File: config.mk
export PLATFORM = sky130hd
export DESIGN_NAME = ysyx_22050710_mem_arbiter
export DESIGN_NICKNAME = d
export VERILOG_FILES = /design/src/rtl/ysyx_22050710_mem_arbiter.sv
export SDC_FILE = /design/constraint.sdc
export NUM_CORES = 1
export LEC_CHECK = 0
export BUFFER_PORTS_ARGS = -buffer_cell sky130_fd_sc_hd__clkbuf_2
export CAP_MARGIN = 10
export CORE_AREA = 2 2 207 209
export DETAILED_ROUTE_END_ITERATION = 10
export DIE_AREA = 0 0 209 211
export MAX_ROUTING_LAYER = met4
export PLACE_DENSITY = 0.52
export SYNTH_ARGS = -nofsm -noshare
export SYNTH_HDL_FRONTEND = slang
export SYNTH_SLANG_ARGS = --single-unit
File: constraint.sdc
create_clock -name i_clk -period 3.7 [get_ports i_clk]
set_clock_uncertainty 0.2 [all_clocks]
set_input_delay 0.74 -clock i_clk [delete_from_list [all_inputs] [get_ports i_clk]]
set_output_delay 0.74 -clock i_clk [all_outputs]
set_load 0.01 [all_outputs]
File: src/rtl/ysyx_22050710_mem_arbiter.sv
// Round-robin arbiter that shares one memory port between the IFU and the LSU.
// One transaction is in flight at a time: IDLE -> REQ -> RESP -> DONE -> IDLE.
module ysyx_22050710_mem_arbiter #(
  parameter int ADDR_WIDTH = 64,
  parameter int DATA_WIDTH = 64
) (
  input  logic                    i_clk,
  input  logic                    i_rst,

  input  logic                    i_if_req_valid,
  input  logic [ADDR_WIDTH-1:0]   i_if_addr,
  output logic                    o_if_req_ready,
  output logic                    o_if_resp_valid,
  output logic [DATA_WIDTH-1:0]   o_if_rdata,

  input  logic                    i_ls_req_valid,
  input  logic                    i_ls_wen,
  input  logic [ADDR_WIDTH-1:0]   i_ls_addr,
  input  logic [DATA_WIDTH-1:0]   i_ls_wdata,
  input  logic [DATA_WIDTH/8-1:0] i_ls_wmask,
  output logic                    o_ls_req_ready,
  output logic                    o_ls_resp_valid,
  output logic [DATA_WIDTH-1:0]   o_ls_rdata,

  output logic                    o_mem_req_valid,
  output logic                    o_mem_wen,
  output logic [ADDR_WIDTH-1:0]   o_mem_addr,
  output logic [DATA_WIDTH-1:0]   o_mem_wdata,
  output logic [DATA_WIDTH/8-1:0] o_mem_wmask,
  input  logic                    i_mem_req_ready,
  input  logic                    i_mem_resp_valid,
  input  logic [DATA_WIDTH-1:0]   i_mem_rdata
);

  localparam int MASK_WIDTH = DATA_WIDTH / 8;

  typedef enum logic [1:0] {
    IDLE,
    REQ,
    RESP,
    DONE
  } state_e;

  state_e                  state_q, state_d;
  logic                    ownerLs_q, ownerLs_d;
  logic                    lastLs_q, lastLs_d;
  logic [ADDR_WIDTH-1:0]   addr_q, addr_d;
  logic                    wen_q, wen_d;
  logic [DATA_WIDTH-1:0]   wdata_q, wdata_d;
  logic [MASK_WIDTH-1:0]   wmask_q, wmask_d;
  logic [DATA_WIDTH-1:0]   ifRdata_q, ifRdata_d;
  logic [DATA_WIDTH-1:0]   lsRdata_q, lsRdata_d;

  logic ifWin;
  logic lsWin;
  logic inReq;

  // On a tie the unit that was not granted last wins; lastLs_q=1 means IFU is next.
  assign ifWin = i_if_req_valid && (!i_ls_req_valid || lastLs_q);
  assign lsWin = i_ls_req_valid && (!i_if_req_valid || !lastLs_q);
  assign inReq = (state_q == REQ);

  always_ff @(posedge i_clk) begin
    if (!i_rst) begin
      state_q   <= IDLE;
      ownerLs_q <= 1'b0;
      lastLs_q  <= 1'b1;
      addr_q    <= '0;
      wen_q     <= 1'b0;
      wdata_q   <= '0;
      wmask_q   <= '0;
      ifRdata_q <= '0;
      lsRdata_q <= '0;
    end else begin
      state_q   <= state_d;
      ownerLs_q <= ownerLs_d;
      lastLs_q  <= lastLs_d;
      addr_q    <= addr_d;
      wen_q     <= wen_d;
      wdata_q   <= wdata_d;
      wmask_q   <= wmask_d;
      ifRdata_q <= ifRdata_d;
      lsRdata_q <= lsRdata_d;
    end
  end

  always_comb begin
    state_d        = state_q;
    ownerLs_d      = ownerLs_q;
    lastLs_d       = lastLs_q;
    addr_d         = addr_q;
    wen_d          = wen_q;
    wdata_d        = wdata_q;
    wmask_d        = wmask_q;
    ifRdata_d      = ifRdata_q;
    lsRdata_d      = lsRdata_q;
    o_if_req_ready = 1'b0;
    o_ls_req_ready = 1'b0;

    case (state_q)
      IDLE: begin
        if (i_rst && ifWin) begin
          o_if_req_ready = 1'b1;
          addr_d         = i_if_addr;
          wen_d          = 1'b0;
          wdata_d        = '0;
          wmask_d        = '0;
          ownerLs_d      = 1'b0;
          lastLs_d       = 1'b0;
          state_d        = REQ;
        end else if (i_rst && lsWin) begin
          o_ls_req_ready = 1'b1;
          addr_d         = i_ls_addr;
          wen_d          = i_ls_wen;
          wdata_d        = i_ls_wdata;
          wmask_d        = i_ls_wmask;
          ownerLs_d      = 1'b1;
          lastLs_d       = 1'b1;
          state_d        = REQ;
        end
      end
      REQ: begin
        if (i_mem_req_ready) begin
          state_d = RESP;
        end
      end
      RESP: begin
        // Store responses carry no data back to the LSU.
        if (i_mem_resp_valid) begin
          if (ownerLs_q) begin
            lsRdata_d = wen_q ? '0 : i_mem_rdata;
          end else begin
            ifRdata_d = i_mem_rdata;
          end
          state_d = DONE;
        end
      end
      DONE: begin
        state_d = IDLE;
      end
      default: begin
        state_d = IDLE;
      end
    endcase
  end

  assign o_mem_req_valid = inReq;
  assign o_mem_wen       = inReq ? wen_q : 1'b0;
  assign o_mem_addr      = inReq ? addr_q : '0;
  assign o_mem_wdata     = inReq ? wdata_q : '0;
  assign o_mem_wmask     = inReq ? wmask_q : '0;

  assign o_if_resp_valid = (state_q == DONE) && !ownerLs_q;
  assign o_ls_resp_valid = (state_q == DONE) && ownerLs_q;
  assign o_if_rdata      = ifRdata_q;
  assign o_ls_rdata      = lsRdata_q;

endmodule

==> results.toml, run 1 <==
[status]
outcome = "complete, no violations"

[floorplanning]
die_w_microns = 209
start_util = 0.2758
die_height_microns = 211
rows = 75
die_area_sq_um = 44100
core_sq_um = 41760
io-pin-count = 541

[worst_setup_path]
path_delay_family = "buffers and inverters"
max_stage_delay_ns = 0.50
path_buf_inv = 3
cp.required_ns = 2.76
critPathMaxFanout = 52
crit_chain = "inv_1, ha_4, buf_4, and2_1, clkbuf_2"
rr_startpoint = "state_q[0]"
crit_path_start = "state_q[1]"
crit_type = "register to output pin"
cp.arrival_ns = 2.20
cp_slowest_cell = "ha_4"
end_kind = "output pin"
crit_path_start_kind = "register"

[route]
vias_per_cell = 4.890
dr.pass1.iters = 5
ant_nets = 0
routed_wl_microns = 43190
drc = 0
routedWlPerCell_microns = 18.07
vias = 11690
drt_iter0_drc = 780

[grt]
grt_usage = 0.1935
overflow = 0
grt_max_degree = 129
antenna_found_initial = 4
grt_pass1_vias = 11440
grt_pass1_wl_microns = 65540

[cts]
cts_buffers = 34
cts_setup_buffers = 0
cts_num_sinks = 269
clkTransAtPathRegs_ns = 0.06
root_buffer = "clkbuf_16"
cts_max_level = 2
cts_tree = "done"
clockBufferDepth = 3
ctsHoldBuffers = 0
clk_latency_ns = 0.53
cts.repair.resized = 0

[sta]
period_needed_ns = 3.137
fin_setup_tns_ns = 0
finalSetupViolations = 0
max_slew.worst_pin.slew_ns = 0.8456
hold_viol_final = 0
period_share = 0.8479
drv_slew = 0
fin_hold_ws_ns = 0.2421
fin_ws_ns = 0.5627
grt_setup_unrepaired = "false"
fmax_mhz = 318.7
slew_headroom = 0.4363

[synth]
yosys.area.top_type = "dfxtp_1"
yosysMostFrequentCell = "dfxtp_1"
yosysWarnings = 0
async_flop_share = 0
synth-edff-count = 0
synth_top_area_frac = 0.4676
syn_inst = 1371
avgSynthCellArea_sq_um = 8.400
seq_area_frac_synth = 0.4676
post_synth_instance_area_sq_um = 11520
ys_dominant_reg_cell = "dfxtp_1"
ys_ff_latch = 269
synthTopCellsByCount = "dfxtp_1, nand2_1, and2_1, a21oi_1, o21ai_0"
ys_types = 34
synth.area.top_cells = "dfxtp_1, and2_1, nand2_1"
synth_nets = 1646

[worst_hold_path]
hp-class = "input port to register"
worst_hold_startpoint = "i_mem_rdata[17]"

[cells_and_area]
drive_above_1_share = 0.3375
stdcell_count = 2390
fin_util = 0.3736
final_nets = 2102
seq_area_sq_um = 5385
multi_input_area_sq_um = 5479
fill_cells = 4442
area_growth_pct = 35.48

[place]
dp_cells = 2330
port_buffers = 540
dp_hpwl_microns = 29680
pre_cts_ws_ns = 1.022
gp_congestion = 0.7931

[power]
ir_worst_vdd_uv = 260.2
p_leak_nw = 6.654
p_per_area_nw_per_um2 = 556.6

[run]
maxCapViolCount = 0
==> layout make-up <==
cell class / count / area share
tap: 539 / 0.04322
clock inverter: 9 / 0.005293
timing repair buffer: 565 / 0.1909
sequential: 269 / 0.3451
clock buffer: 49 / 0.06271
inverter: 4 / 0.001283
multi-input combinational: 953 / 0.3512
antenna: 2 / 0.0003208
==> worst register-to-register path, stage by stage (launching register included) <==
cell and delay [ns]:
dfxtp_1 0.34, inv_1 0.11, ha_1 0.34, and3b_2 0.68
buf_4 0.38, nand2_1 0.10, a21oi_1 0.14
==> cells by family (layout without fill, tap and decap cells) <==
logic type,count (synthesis),in the layout,share of synthesized area
fa+ha+maj,4,4,0.004346
compound gates,401,401,0.2069
simple gates,548,548,0.2614
other cells,0,2,0
buf+inv,149,627,0.05976
flops,269,269,0.4676
==> stage by stage <==
| step | cell area, sq um | power [mW] |
|---|---|---|
| floorplan | 11520 | 4.718 |
| global placement | 14540 | 5.519 |
| detailed placement | 14540 | 5.548 |
| CTS | 15600 | 8.829 |
| global route | 15600 | 9.179 |
| finish | 15600 | 8.684 |
==> registers in the layout (all words and copies together), names as in the netlist <==
name and flops:
addr_q 64, o_if_rdata 64, o_ls_rdata 64, wdata_q 64, wmask_q 8, state_q 2, lastLs_q 1, ownerLs_q 1
wen_q 1
==> layer usage <==
metal | routed length (microns) | GRT usage | vias up
met2 | 20000 | 0.3084 | 453
met4 | 1370 | 0.06724 | 0
met1 | 17730 | 0.2248 | 5447
met5 | 0 | - | -
met3 | 4093 | 0.07062 | 79
li1 | - | - | 5708
==> final timing paths <==
kind / endpoint / slack, ns / cells after the start
worst max register to register: o_if_rdata[21] / 1.33 / 6
worst min-delay path: o_if_rdata[17] / 0.24 / 3
worst max-delay path: o_mem_addr[22] / 0.56 / 5
worst min register to register: o_ls_rdata[48] / 0.25 / 2
==> layout by cell type (no fill, tap or decap), types with 9 or more instances in the layout <==
cell	n
nand2_1	195
a21oi_1	130
o21ai_1	19
a32oi_1	73
buf_4	18
dfxtp_1	269
clkbuf_2	540
a31oi_1	64
o21ai_0	109
nand3b_1	65
and2_1	138
nor2_1	73
clkbuf_16	35
or3b_1	64
clkbuf_1	9
==> where the power goes <==
group | internal [mW] | leakage [nW] | total (mW) | switching, mW
Sequential | 3.24 | 2.18 | 3.41 | 0.167
Combinational | 0.748 | 3.95 | 2.06 | 1.31
Clock | 1.91 | 0.522 | 3.22 | 1.31
Power figures use the tool's default switching activity.
==> run 2, diff against run 1 <==
--- a/config.mk
+++ b/config.mk
@@ -5,13 +5,14 @@
 export SDC_FILE = /design/constraint.sdc
 export NUM_CORES = 1
 export LEC_CHECK = 0
+export ABC_AREA = 1
 export BUFFER_PORTS_ARGS = -buffer_cell sky130_fd_sc_hd__clkbuf_2
 export CAP_MARGIN = 10
-export CORE_AREA = 2 2 207 209
+export CORE_AREA = 2 2 209 211
 export DETAILED_ROUTE_END_ITERATION = 10
-export DIE_AREA = 0 0 209 211
+export DIE_AREA = 0 0 211 213
 export MAX_ROUTING_LAYER = met4
-export PLACE_DENSITY = 0.52
+export PLACE_DENSITY = 0.55
 export SYNTH_ARGS = -nofsm -noshare
 export SYNTH_HDL_FRONTEND = slang
 export SYNTH_SLANG_ARGS = --single-unit
==> constraint.sdc (replaced) <==
create_clock -name i_clk -period 2.8 [get_ports i_clk]
set_clock_uncertainty 0.2 [all_clocks]
set_input_delay 0.56 -clock i_clk [delete_from_list [all_inputs] [get_ports i_clk]]
set_output_delay 0.56 -clock i_clk [all_outputs]
set_load 0.01 [all_outputs]
==> run 2 against run 1 <==
Against the previous run: total power grew 38%; critical path depth increased by 2; cell area increased by 4.9%; worst hold slack worse by 0.21 ns; sequential power is 35% higher; sequential cell count unchanged; routed wire length is 0.28% lower; synthesized cell count increased by 30%; worst setup slack lost 0.39 ns; count of clock-buffer cells in the layout down 1; die area grew 1.9%; non-clock buffer count grew 21.
==> results.toml, run 2 <==
[status]
outcome = "complete, no violations"

[route]
routedWlPerCell_microns = 15.20
vias = 12860
routed_wl_microns = 43070
dr.pass1.iters = 5
ant_nets = 0
drc = 0
drt_iter0_drc = 679
vias_per_cell = 4.537

[cts]
clk_latency_ns = 0.57
clockBufferDepth = 3
cts_buffers = 31
root_buffer = "clkbuf_16"
cts_tree = "done"
cts_num_sinks = 269
clkTransAtPathRegs_ns = 0.06
cts_max_level = 1

[grt]
antenna_found_initial = 1
overflow = 0
grt_pass1_vias = 12190
grt_usage = 0.1875
grt_max_degree = 84
grt_pass1_wl_microns = 65360

[run]
maxCapViolCount = 0

[place]
port_buffers = 540
dp_hpwl_microns = 31180
gp_congestion = 0.8143

[power]
p_per_area_nw_per_um2 = 731.2
p_leak_nw = 8.948
ir_worst_vdd_uv = 446.1
power_mw = 11.97

[sta]
finalSetupViolations = 0
max_slew.worst_pin.slew_ns = 0.8509
fin_hold_ws_ns = 0.03484
grt_setup_unrepaired = "false"
period_share = 0.9384
drv_slew = 0
period_needed_ns = 2.627
slew_headroom = 0.4327
fin_setup_tns_ns = 0
hold_viol_final = 0
fmax_mhz = 380.6

[synth]
synth.area.top_cells = "dfxtp_1, nand2_1, inv_1"
yosys.area.top_type = "dfxtp_1"
synth-edff-count = 0
yosys.area_share.xor_xnor = 0
seq_area_frac_synth = 0.4470
async_flop_share = 0
synth_mux_area_frac = 0
synth_compound_area_frac = 0.1113
synthTopCellsByCount = "nand2_1, inv_1, dfxtp_1, nand3_1, a21oi_1"
yosysMostFrequentCell = "nand2_1"
syn_inst = 1781
post_synth_instance_area_sq_um = 12050
ys_types = 16
synth_nets = 2056
ys_dominant_reg_cell = "dfxtp_1"
avgSynthCellArea_sq_um = 6.764
synth_top_family_by_area = "simple AND/OR/NAND/NOR gates"
ys_ff_latch = 269
synth_top_area_frac = 0.4470
synth_fa_ha_area_frac = 0.004155
synthSimpleGateAreaFrac = 0.2982
yosysWarnings = 0

[cells_and_area]
fin_util = 0.3834
final_cell_mix = "clkbuf_2, nand2_1, inv_1, dfxtp_1"
final_nets = 2540
fill_cells = 4616
drive_above_1_share = 0.2838
area_growth_pct = 35.87
final_common_cell = "clkbuf_2"

[worst_setup_path]
path_delay_family = "buffers and inverters"
path_buf_inv = 4
crit_cells = 7
max_stage_delay_ns = 0.34
crit_type = "register to output pin"
cp.required_ns = 2.04
critPathMaxFanout = 4
crit_path_start_kind = "register"
cp.arrival_ns = 1.87
crit_chain = "inv_1, ha_2, inv_1, nor2_4, nand2_1, inv_2, clkbuf_2"
end_kind = "output pin"
reg2reg_depth = 6
cp_slowest_cell = "dfxtp_1"
path_common_cell = "inv_1"

[worst_hold_path]
hp-class = "input port to register"
min_path_cells = 3

[floorplanning]
die_height_microns = 213
io-pin-count = 541
start_util = 0.2821
die_w_microns = 211
core_sq_um = 42700
rows = 76
die_area_sq_um = 44940
## run 2: cell count changes after synthesis, moves of 8 or more
| cell | previous run | this run |
|---|---|---|
| a21oi_1 | 130 | 204 |
| a31oi_1 | 64 | 0 |
| a32oi_1 | 73 | 0 |
| and2_1 | 138 | 0 |
| buf_4 | 1 | 9 |
| clkbuf_1 | 83 | 72 |
| inv_1 | 3 | 277 |
| nand2_1 | 196 | 420 |
| nand3_1 | 1 | 205 |
| nor2_1 | 73 | 134 |
| o21ai_0 | 109 | 64 |
| o21ai_1 | 19 | 0 |
| or3b_1 | 64 | 0 |
## run 2: tightest hold or removal path: stages
cell	delay [ns]
clkbuf_2	0.09
nor2_1	0.04
nor2_1	0.08
## run 2: per-layer routing
layer	vias up	track usage	part of all wire
met3	57	0.05251	0.086
met5	-	-	0
met4	0	0.05367	0.022
met2	447	0.3234	0.48
met1	5859	0.2122	0.41
li1	6496	-	-
## run 2: path summary, 6_finish.rpt
path                        start             end  slack (ns)
setup / recovery       state_q[0]  o_ls_req_ready        0.17
hold / removal    i_mem_rdata[11]  o_if_rdata[11]        0.03
setup reg to reg       state_q[0]   o_ls_rdata[0]        0.59
hold reg to reg     o_ls_rdata[9]   o_ls_rdata[9]        0.26
## run 2: final cells by class
type,count,area [sq um],area share
diodes,1,2.502,0.0001529
clock buffers,48,929.6,0.05680
clock inverters,7,88.84,0.005427
inverters,281,1060,0.06475
multi-input cells,1096,5039,0.3078
flip-flops and latches,269,5385,0.3290
well taps,546,683.2,0.04174
repair buffers,586,3181,0.1943
## run 2: repair_timing
action,4_1_cts,5_1_grt
setup buffers,1,2
hold buffers,0,0
setup endpoints to repair,49,65
resized for setup,1,3
## run 2: where the power goes
group | internal (mW) | switching, mW
registers | 4.35 | 0.268
logic | 1.14 | 2.15
clock network | 2.44 | 1.62
## run 2: metrics by stage
step | setup slack (ns) | area [sq um] | instances
2_1_floorplan | 0.6835 | 12050 | 1781
3_3_place_gp | 0.5236 | 15300 | 2775
3_5_place_dp | 0.4572 | 15300 | 2775
4_1_cts | 0.02861 | 16330 | 2831
5_1_grt | 0.03667 | 16370 | 2834
6_report | 0.1725 | 16370 | 2834
## run 2: kinds of logic after synthesis
kind of cell	count (synthesis)
AO/OA/AOI/OAI	268
adder cells (fa/ha/maj)	4
buffers and inverters	416
flip-flops	269
AND/OR/NAND/NOR	824
